**config.mk**
```make
export PLATFORM = sky130hd
export DESIGN_NAME = axi4_lite_regfile_flat
export DESIGN_NICKNAME = d
export VERILOG_FILES = /design/src/rtl/axi4_lite_regfile_if.sv /design/src/rtl/axi4_lite_regfile.sv /design/src/flat_wrapper.sv
export SDC_FILE = /design/constraint.sdc
export NUM_CORES = 1
export LEC_CHECK = 0
export ABC_AREA = 0
export ABC_CLOCK_PERIOD_IN_PS = 7900
export BUFFER_PORTS_ARGS = -buffer_cell sky130_fd_sc_hd__buf_2
export CORE_AREA = 2 2 261 263
export CTS_CLUSTER_DIAMETER = 50
export CTS_CLUSTER_SIZE = 8
export DETAILED_ROUTE_END_ITERATION = 16
export DIE_AREA = 0 0 263 265
export PLACE_DENSITY = 0.47
export SLEW_MARGIN = 20
export SYNTH_ARGS = -nofsm -noshare
export SYNTH_HDL_FRONTEND = slang
export SYNTH_SLANG_ARGS = --single-unit
```
**constraint.sdc**
```tcl
create_clock -name aclk -period 7.9 [get_ports aclk]
set_input_delay 1.185 -clock aclk [delete_from_list [all_inputs] [get_ports aclk]]
set_output_delay 1.185 -clock aclk [all_outputs]
set_load 0.01 [all_outputs]
```
**src/rtl/axi4_lite_regfile_if.sv**
```systemverilog
// AXI4-Lite bus bundle for the register file.
// Valid/ready rule on every channel: a transfer happens on a rising clock edge where
// valid and ready are both 1; once valid is raised, its payload holds until that edge.
interface axi4_lite_regfile_if #(
   parameter int DATA_WIDTH = 32,
   parameter int ADDR_WIDTH = 32
);
   logic [ADDR_WIDTH-1:0]   awaddr;
   logic                    awvalid;
   logic                    awready;
   logic [DATA_WIDTH-1:0]   wdata;
   logic [DATA_WIDTH/8-1:0] wstrb;
   logic                    wvalid;
   logic                    wready;
   logic [1:0]              bresp;
   logic                    bvalid;
   logic                    bready;
   logic [ADDR_WIDTH-1:0]   araddr;
   logic                    arvalid;
   logic                    arready;
   logic [DATA_WIDTH-1:0]   rdata;
   logic [1:0]              rresp;
   logic                    rvalid;
   logic                    rready;

   modport master (
      output awaddr, awvalid, wdata, wstrb, wvalid, bready, araddr, arvalid, rready,
      input  awready, wready, bresp, bvalid, arready, rdata, rresp, rvalid
   );

   modport slave (
      input  awaddr, awvalid, wdata, wstrb, wvalid, bready, araddr, arvalid, rready,
      output awready, wready, bresp, bvalid, arready, rdata, rresp, rvalid
   );
endinterface

```
**src/rtl/axi4_lite_regfile.sv**
```systemverilog
// AXI4-Lite subordinate register file: NUM_REGS registers, byte-strobe writes,
// read-only slots mirroring hw_status, SLVERR on out-of-range or read-only writes.
module axi4_lite_regfile #(
   parameter int                      DATA_WIDTH  = 32,
   parameter int                      ADDR_WIDTH  = 32,
   parameter int                      NUM_REGS    = 8,
   parameter logic [NUM_REGS-1:0]     RO_MASK     = '0,
   parameter logic [DATA_WIDTH-1:0]   RESET_VALUE = '0
) (
   input  logic                           aclk,
   input  logic                           areset,
   axi4_lite_regfile_if.slave             s_axi,
   output logic [NUM_REGS*DATA_WIDTH-1:0] reg_q,
   output logic [NUM_REGS-1:0]            reg_wr_pulse,
   input  logic [NUM_REGS*DATA_WIDTH-1:0] hw_status,
   output logic                           dbg_wr_state,
   output logic                           dbg_rd_state
);

   localparam int STRB_W   = DATA_WIDTH / 8;
   localparam int OFF_BITS = $clog2(STRB_W);
   localparam int IDX_W    = ADDR_WIDTH - OFF_BITS;
   localparam logic [IDX_W-1:0] NUM_REGS_IDX = IDX_W'(NUM_REGS);

   localparam logic [1:0] RESP_OKAY   = 2'b00;
   localparam logic [1:0] RESP_SLVERR = 2'b10;

   typedef enum logic { W_COLLECT = 1'b0, W_RESP = 1'b1 } w_state_t;
   typedef enum logic { R_IDLE = 1'b0, R_DATA = 1'b1 } r_state_t;

   w_state_t w_state, w_next;
   r_state_t r_state, r_next;

   logic                  aw_held, w_held;
   logic [IDX_W-1:0]      aw_idx;
   logic [DATA_WIDTH-1:0] wdata_q;
   logic [STRB_W-1:0]     wstrb_q;
   logic [1:0]            bresp_q;
   logic                  aw_take, w_take, commit, wr_en;
   logic                  aw_in_range, aw_ro;

   logic [IDX_W-1:0]      ar_idx;
   logic                  ar_take;
   logic [DATA_WIDTH-1:0] rd_data_d, rdata_q;
   logic [1:0]            rd_resp_d, rresp_q;

   logic [DATA_WIDTH-1:0] regs [NUM_REGS];

   // Readies/valids are functions of registered state only; the areset term
   // forces them low during the whole reset cycle, including the first one.
   assign s_axi.awready = !areset && (w_state == W_COLLECT) && !aw_held;
   assign s_axi.wready  = !areset && (w_state == W_COLLECT) && !w_held;
   assign s_axi.bvalid  = !areset && (w_state == W_RESP);
   assign s_axi.bresp   = areset ? 2'b00 : bresp_q;
   assign s_axi.arready = !areset && (r_state == R_IDLE);
   assign s_axi.rvalid  = !areset && (r_state == R_DATA);
   assign s_axi.rdata   = areset ? '0 : rdata_q;
   assign s_axi.rresp   = areset ? 2'b00 : rresp_q;

   assign dbg_wr_state = (w_state == W_RESP);
   assign dbg_rd_state = (r_state == R_DATA);

   assign aw_take = s_axi.awready && s_axi.awvalid;
   assign w_take  = s_axi.wready && s_axi.wvalid;
   assign ar_take = s_axi.arready && s_axi.arvalid;

   // ---------------- write path ----------------
   always_comb begin
      aw_in_range = (aw_idx < NUM_REGS_IDX);
      aw_ro       = 1'b0;
      for (int i = 0; i < NUM_REGS; i++) begin
         if (aw_idx == IDX_W'(i)) aw_ro = RO_MASK[i];
      end
   end

   always_comb begin
      w_next = w_state;
      commit = 1'b0;
      case (w_state)
         W_COLLECT: begin
            if (aw_held && w_held && !areset) begin
               commit = 1'b1;
               w_next = W_RESP;
            end
         end
         W_RESP: begin
            if (s_axi.bready) w_next = W_COLLECT;
         end
         default: w_next = W_COLLECT;
      endcase
   end

   assign wr_en = commit && aw_in_range && !aw_ro;

   always_ff @(posedge aclk) begin
      if (areset) w_state <= W_COLLECT;
      else        w_state <= w_next;
   end

   always_ff @(posedge aclk) begin
      if (areset) begin
         aw_held <= 1'b0;
         w_held  <= 1'b0;
         aw_idx  <= '0;
         wdata_q <= '0;
         wstrb_q <= '0;
         bresp_q <= RESP_OKAY;
      end else if (commit) begin
         aw_held <= 1'b0;
         w_held  <= 1'b0;
         bresp_q <= wr_en ? RESP_OKAY : RESP_SLVERR;
      end else begin
         if (aw_take) begin
            aw_held <= 1'b1;
            aw_idx  <= s_axi.awaddr[ADDR_WIDTH-1:OFF_BITS];
         end
         if (w_take) begin
            w_held  <= 1'b1;
            wdata_q <= s_axi.wdata;
            wstrb_q <= s_axi.wstrb;
         end
      end
   end

   always_ff @(posedge aclk) begin
      if (areset) begin
         for (int i = 0; i < NUM_REGS; i++) regs[i] <= RESET_VALUE;
      end else begin
         for (int i = 0; i < NUM_REGS; i++) begin
            if (wr_en && (aw_idx == IDX_W'(i))) begin
               for (int k = 0; k < STRB_W; k++) begin
                  if (wstrb_q[k]) regs[i][k*8 +: 8] <= wdata_q[k*8 +: 8];
               end
            end
         end
      end
   end

   always_comb begin
      reg_q        = '0;
      reg_wr_pulse = '0;
      for (int i = 0; i < NUM_REGS; i++) begin
         reg_q[i*DATA_WIDTH +: DATA_WIDTH] = regs[i];
         reg_wr_pulse[i] = wr_en && (aw_idx == IDX_W'(i));
      end
   end

   // ---------------- read path ----------------
   // The register array is sampled before this edge's write lands, so a read
   // racing a commit to the same register returns the old contents.
   always_comb begin
      ar_idx    = s_axi.araddr[ADDR_WIDTH-1:OFF_BITS];
      rd_data_d = '0;
      rd_resp_d = RESP_SLVERR;
      for (int i = 0; i < NUM_REGS; i++) begin
         if (ar_idx == IDX_W'(i)) begin
            rd_resp_d = RESP_OKAY;
            rd_data_d = RO_MASK[i] ? hw_status[i*DATA_WIDTH +: DATA_WIDTH] : regs[i];
         end
      end
   end

   always_comb begin
      r_next = r_state;
      case (r_state)
         R_IDLE:  if (ar_take) r_next = R_DATA;
         R_DATA:  if (s_axi.rready) r_next = R_IDLE;
         default: r_next = R_IDLE;
      endcase
   end

   always_ff @(posedge aclk) begin
      if (areset) r_state <= R_IDLE;
      else        r_state <= r_next;
   end

   always_ff @(posedge aclk) begin
      if (areset) begin
         rdata_q <= '0;
         rresp_q <= RESP_OKAY;
      end else if (ar_take) begin
         rdata_q <= rd_data_d;
         rresp_q <= rd_resp_d;
      end
   end

endmodule

```
**src/flat_wrapper.sv**
```systemverilog
// flat-port wrapper written by rule: the top's interface ports become plain ports
module axi4_lite_regfile_flat 
#(
   parameter int                      DATA_WIDTH  = 32,
   parameter int                      ADDR_WIDTH  = 32,
   parameter int                      NUM_REGS    = 8,
   parameter logic [NUM_REGS-1:0]     RO_MASK     = '0,
   parameter logic [DATA_WIDTH-1:0]   RESET_VALUE = '0
)
  (aclk, areset, reg_q, reg_wr_pulse, hw_status, dbg_wr_state, dbg_rd_state, s_axi_awaddr, s_axi_awvalid, s_axi_wdata, s_axi_wstrb, s_axi_wvalid, s_axi_bready, s_axi_araddr, s_axi_arvalid, s_axi_rready, s_axi_awready, s_axi_wready, s_axi_bresp, s_axi_bvalid, s_axi_arready, s_axi_rdata, s_axi_rresp, s_axi_rvalid);
  axi4_lite_regfile_if #(.DATA_WIDTH(DATA_WIDTH), .ADDR_WIDTH(ADDR_WIDTH)) s_axi_i ();
  input  logic aclk;
  input  logic areset;
  output logic [NUM_REGS*DATA_WIDTH-1:0] reg_q;
  output logic [NUM_REGS-1:0] reg_wr_pulse;
  input  logic [NUM_REGS*DATA_WIDTH-1:0] hw_status;
  output logic dbg_wr_state;
  output logic dbg_rd_state;
  input wire logic [$bits(s_axi_i.awaddr)-1:0] s_axi_awaddr;
  input wire logic [$bits(s_axi_i.awvalid)-1:0] s_axi_awvalid;
  input wire logic [$bits(s_axi_i.wdata)-1:0] s_axi_wdata;
  input wire logic [$bits(s_axi_i.wstrb)-1:0] s_axi_wstrb;
  input wire logic [$bits(s_axi_i.wvalid)-1:0] s_axi_wvalid;
  input wire logic [$bits(s_axi_i.bready)-1:0] s_axi_bready;
  input wire logic [$bits(s_axi_i.araddr)-1:0] s_axi_araddr;
  input wire logic [$bits(s_axi_i.arvalid)-1:0] s_axi_arvalid;
  input wire logic [$bits(s_axi_i.rready)-1:0] s_axi_rready;
  output wire logic [$bits(s_axi_i.awready)-1:0] s_axi_awready;
  output wire logic [$bits(s_axi_i.wready)-1:0] s_axi_wready;
  output wire logic [$bits(s_axi_i.bresp)-1:0] s_axi_bresp;
  output wire logic [$bits(s_axi_i.bvalid)-1:0] s_axi_bvalid;
  output wire logic [$bits(s_axi_i.arready)-1:0] s_axi_arready;
  output wire logic [$bits(s_axi_i.rdata)-1:0] s_axi_rdata;
  output wire logic [$bits(s_axi_i.rresp)-1:0] s_axi_rresp;
  output wire logic [$bits(s_axi_i.rvalid)-1:0] s_axi_rvalid;
  assign s_axi_i.awaddr = s_axi_awaddr;
  assign s_axi_i.awvalid = s_axi_awvalid;
  assign s_axi_i.wdata = s_axi_wdata;
  assign s_axi_i.wstrb = s_axi_wstrb;
  assign s_axi_i.wvalid = s_axi_wvalid;
  assign s_axi_i.bready = s_axi_bready;
  assign s_axi_i.araddr = s_axi_araddr;
  assign s_axi_i.arvalid = s_axi_arvalid;
  assign s_axi_i.rready = s_axi_rready;
  assign s_axi_awready = s_axi_i.awready;
  assign s_axi_wready = s_axi_i.wready;
  assign s_axi_bresp = s_axi_i.bresp;
  assign s_axi_bvalid = s_axi_i.bvalid;
  assign s_axi_arready = s_axi_i.arready;
  assign s_axi_rdata = s_axi_i.rdata;
  assign s_axi_rresp = s_axi_i.rresp;
  assign s_axi_rvalid = s_axi_i.rvalid;
  axi4_lite_regfile #(.DATA_WIDTH(DATA_WIDTH), .ADDR_WIDTH(ADDR_WIDTH), .NUM_REGS(NUM_REGS), .RO_MASK(RO_MASK), .RESET_VALUE(RESET_VALUE)) u_core (.aclk(aclk), .areset(areset), .s_axi(s_axi_i), .reg_q(reg_q), .reg_wr_pulse(reg_wr_pulse), .hw_status(hw_status), .dbg_wr_state(dbg_wr_state), .dbg_rd_state(dbg_rd_state));
endmodule
```
# Yosys cells after proc, flatten, opt, wreduce, memory -nomap -nowiden
# Memories as Yosys holds them, arrays and structs flattened.
# Cells that the tools add are included.
# totals
reg_bits	106
ramBits	256
output_inout_bits	307
word_cells	250
n_memories	1
# mem_list
memory	depth	word_bits	read_ports	rd_ports_with_merged_regs	write_ports	line	text
u_core.regs	8	32	8	0	8	axi4_lite_regfile.sv:47	logic [DATA_WIDTH-1:0] regs [NUM_REGS];
# classes
magnitude_cmp	1
n_eq_ne	14
mux	161
bitwise	35
reduce_logical	28
# op_table
cell	n
2-to-1 mux 32 bit	9
2-to-1 mux 8 bit	32
equality test 30 x 3 -> 1 bit (second input constant)	8
equality test 30 x 2 -> 1 bit (second input constant)	4
2-to-1 mux 1 bit	107
equality test 30 x 1 -> 1 bit (second input constant)	2
logical NOT 30 bit	2
bitwise OR 1 bit	32
less-than comparator 30 x 4 -> 1 bit (second input constant)	1
2-to-1 mux 2 bit	11
logical AND 1 bit	20
one-hot mux 1 bit (2 select lines)	2
AND reduction 2 bit	2
logical NOT 1 bit	3
inverter 1 bit	3
OR reduction 2 bit	1

# Longest topological paths before layout
# depth
ltp_word	10
ltp_mapped	8
depth_no_buf	4

# Least setup slack after synthesis
# OpenSTA, ideal clock, no wires.
# synth_path
kind	in2out
from	in areset
to	out reg_wr_pulse[2]
arrival_ns	2.836
required_ns	6.715
path_slack_ns	3.879
cell_stages	7
path_cell_list	buf_2 -> and4bb_1 -> nand4_2 -> or4b_1 -> buf_4 -> buf_2 -> nor2_1
# synth_between
elab_chain_len	6
# synth_lines
item	line	text
start: declaration	flat_wrapper.sv:13	input logic areset;
logical NOT 1 bit	axi4_lite_regfile.sv:81	if (aw_held && w_held && !areset) begin
logical AND 1 bit	axi4_lite_regfile.sv:81	
2-to-1 mux 1 bit	axi4_lite_regfile.sv:81	
2-to-1 mux 1 bit	axi4_lite_regfile.sv:79	case (w_state)
logical AND 1 bit	axi4_lite_regfile.sv:93	assign wr_en = commit && aw_in_range && !aw_ro;
logical AND 1 bit	axi4_lite_regfile.sv:144	reg_wr_pulse[i] = wr_en && (aw_idx == IDX_W'(i));
end: declaration	flat_wrapper.sv:15	output logic [NUM_REGS-1:0] reg_wr_pulse;
# No other way between the ends.

# Worst setup path in the final report
# layout_path
from	in areset
to	out reg_wr_pulse[4]
# The elaborated chain is that of the path after synthesis.

==> PnR_summary.wiki <==
{| class="wikitable"
! Metric !! Value
|-
| Chip height || 265 microns
|-
| Fin. max-slew vios || 0
|-
| Hold Violations, Final || 0
|-
| Register area || 9770 sq um
|-
| Die X || 263 microns
|-
| Area added between synthesis and finish || 28.8%
|-
| Clock root buffer || clkbuf_16
|-
| Number of nets at the end of the flow || 2099
|-
| Peak clock frequency supported by timing || 0.196 GHz
|-
| CTS tree || done
|-
| Number of filler cells placed in the layout || 6988
|-
| Post-Route Skew || 0.0295 ns
|-
| Setup crit end kind || primary output
|-
| Core Region || 66800 sq um
|-
| WP data required || 6.71 ns
|-
| Syn Std Cell Area || 15700 sq um
|-
| Synth top area share || 0.491
|-
| Maximum number of pins on one net before global-route repair || 79
|-
| Relative slew margins || 0.192
|-
| Synthesized area divided by synthesized cell count || 11.3 sq um
|-
| DRC Markers || 0
|-
| Maximum fanout along the worst path || 47
|-
| DR pass1 iterations || 5
|-
| Worst Hold Class || reg2reg
|-
| # port buffers || 407
|-
| Num ports || 670
|-
| Top Family by Delay on Critical Path || simple AND/OR/NAND/NOR gates
|-
| Number of DRC violations after detailed-routing iteration 0 || 1018
|-
| Nature of the critical path startpoint || input pin
|-
| Total track usage || 0.184
|-
| Vias per Instance || 4.75
|-
| Fraction of the cycle the final worst path needs || 0.645
|-
| CTS clk-pin slew, worst paths || 0.05 ns
|-
| CP max stage cell || or4_2
|-
| Commonest cells in the synthesized netlist || edfxtp_1, nor3_1, nand2_1, clkbuf_1, dfxtp_1
|-
| Measured slew at the worst slew-check pin || 1.21 ns
|-
| Global route total overflow || 0
|-
| Placed wire-length estimate after detailed placement || 49900 microns
|-
| Multi-input gate area in the final layout || 5130 sq um
|-
| Insertion delay to the later sink of the worst-skew pair || 0.59 ns
|-
| TritonCTS buffer count || 56
|-
| Maximum resistive drop on vdd || 0.000115 V
|-
| Buffering stage count on the worst path with inverters included || 3
|-
| Final critical path time including I/O delays and setup || 5.09 ns
|-
| Std cell rows || 95
|-
| Ranking of synthesized cells by area || edfxtp_1, dfxtp_1, nor3_1, nand2_1, mux4_2
|-
| Most frequent cell after synthesis || edfxtp_1
|-
| Number of antenna violations at the first check in global routing || 8
|-
| FF+latch count, synth || 360
|-
| Finished Core Util || 0.302
|-
| Critical Setup Path Class || in2out
|-
| Number of global-route vias before repair || 12600
|-
| Routability-driven placement congestion ratio || 0.840
|-
| Maximum single-stage delay on the critical path || 0.97 ns
|-
| Number of violations of the max-capacitance limit || 0
|-
| Total vias in the final route || 12600
|-
| Count of cell types in the netlist || 48
|-
| Antenna viol nets, final || 0
|-
| Count of synthesis-stage warnings from yosys || 0
|-
| RSZ-0062 raised after global routing || false
|-
| Effective utilization at floorplan || 0.234
|-
| Deepest level of the CTS H-tree || 2
|-
| Register area share after synthesis || 0.624
|-
| Count of final setup violators || 0
|-
| Post-cts repair resize count || 0
|-
| Post-synth EDFFs || 256
|-
| Number of hold buffers added after cts || 0
|-
| Top FF cell, synth || edfxtp_1
|-
| Run status || finished, final reports clean
|-
| Mean routed wirelength per cell || 24.9 microns
|-
| CP Data Arrival Time || 3.91 ns
|-
| Sequence of cells on the critical path || buf_6, and4bb_1, nand4_2, or4_2, buf_4, nor2_1, buf_2
|-
| P per Cell Area || 239 nW/um^2
|-
| Layout cell share with drive strength beyond 1 || 0.318
|-
| Lkg Pwr || 7.88 nW
|-
| Cell taking the most area after synthesis || edfxtp_1
|-
| Global-route wire length before repair || 92400 microns
|-
| Total routed wirelength || 66100 microns
|-
| Clock sink count || 360
|-
| Synthesized netlist cell count || 1384
|-
| TNS Setup || 0 ns
|-
| Max Buffers Root-to-Sink || 3
|-
| Die area || 69700 sq um
|-
| Async set-or-reset flop fraction in the synthesized netlist || 0
|-
| Setup Buffers After CTS || 0
|}
==> cells by family after synthesis <==
kind of cell | count (synthesis) | share of synthesized area
DFF | 360 | 0.624
and+or+nand+nor | 521 | 0.163
other | 1 | 0.000240
muxes | 66 | 0.0619
buffers and inverters | 194 | 0.0507
AOI/OAI and AO/OA | 242 | 0.101
==> routing by layer <==
metal / vias up / routed length [microns] / global-route usage
met4: 12 / 995 / 0.0403
met1: 6182 / 31500 / 0.264
met2: 607 / 26400 / 0.255
met5: - / 64 / 0
li1: 5739 / - / -
met3: 67 / 7160 / 0.0750
==> through the flow <==
| stage | hold slack, ns | instances | worst slack, ns | instance area, sq um | total power (W) |
|---|---|---|---|---|---|
| floorplan | 0.436 | 1385 | 3.88 | 15700 | 0.00237 |
| global placement | 0.445 | 2551 | 2.75 | 18400 | 0.00258 |
| detailed placement | 0.447 | 2551 | 2.78 | 18400 | 0.00258 |
| CTS | 0.454 | 2655 | 2.79 | 20200 | 0.00487 |
| global route | 0.471 | 2655 | 2.63 | 20200 | 0.00498 |
| finish | 0.452 | 2656 | 2.81 | 20200 | 0.00483 |
==> state kept, by name (all words and copies together), names as in the netlist <==
| name | flops |
|---|---|
| u_core.aw_idx | 30 |
| u_core.bresp_q | 1 |
| u_core.rdata_q | 32 |
| u_core.w_held | 1 |
| u_core.wdata_q | 32 |
| u_core.regs | 256 |
| u_core.rresp_q | 1 |
| u_core.aw_held | 1 |
| u_core.dbg_rd_state | 1 |
| u_core.wstrb_q | 4 |
| u_core.dbg_wr_state | 1 |
==> cells in the final DEF (no fill, tap or decap), types with 5 or more instances in the layout <==
cell type / Yosys / routed
clkinv_2: 0 / 5
a221o_1: 6 / 6
nand2b_1: 35 / 35
mux2i_1: 36 / 36
a21oi_1: 84 / 84
buf_4: 3 / 32
clkbuf_16: 0 / 60
a31oi_1: 5 / 5
edfxtp_1: 256 / 256
inv_1: 48 / 48
a221oi_1: 16 / 16
dfxtp_1: 104 / 104
o31ai_1: 26 / 26
a211oi_1: 9 / 9
nor3_1: 193 / 192
o2bb2ai_1: 9 / 9
o22a_1: 5 / 5
nand2_1: 189 / 189
nor2_1: 22 / 22
a31o_2: 8 / 8
nor2b_1: 42 / 41
buf_2: 13 / 405
o21bai_1: 26 / 24
mux4_2: 24 / 24
mux2_2: 6 / 6
nor3_2: 9 / 10
nor4_1: 14 / 14
clkbuf_1: 108 / 33
o21ai_0: 37 / 37
==> area by class of cell <==
cell class	instances	area share
flip-flops and latches	360	0.484
multi-input cells	831	0.254
repair buffers	438	0.113
clock buffers	95	0.0819
well taps	873	0.0542
inverters	49	0.00912
clock inverters	9	0.00310
diodes	1	0.000124
==> tightest hold or removal path, delay by kind of cell (launching register included) <==
kind	cells	cell delay [ns]
flip-flops	1	0.30
AND/OR/NAND/NOR	1	0.05
AO/OA/AOI/OAI	1	0.05
==> report_power, final <==
part           internal, W  switching (W)  total, W
clock network      0.00141       0.000874   0.00228
logic             0.000130       0.000269  0.000399
registers          0.00209      0.0000533   0.00215
total              0.00363        0.00120   0.00483
==> worst paths after layout <==
kind                        to  slack, ns               from  cells past startpoint
max            reg_wr_pulse[4]       2.81             areset                      7
min          u_core.aw_idx[13]       0.45  u_core.aw_idx[13]                      2
max reg2reg  u_core.regs[0][3]       3.87  u_core.aw_idx[13]                      5
min reg2reg  u_core.aw_idx[13]       0.45  u_core.aw_idx[13]                      2
(Power assumes the default switching activity.)
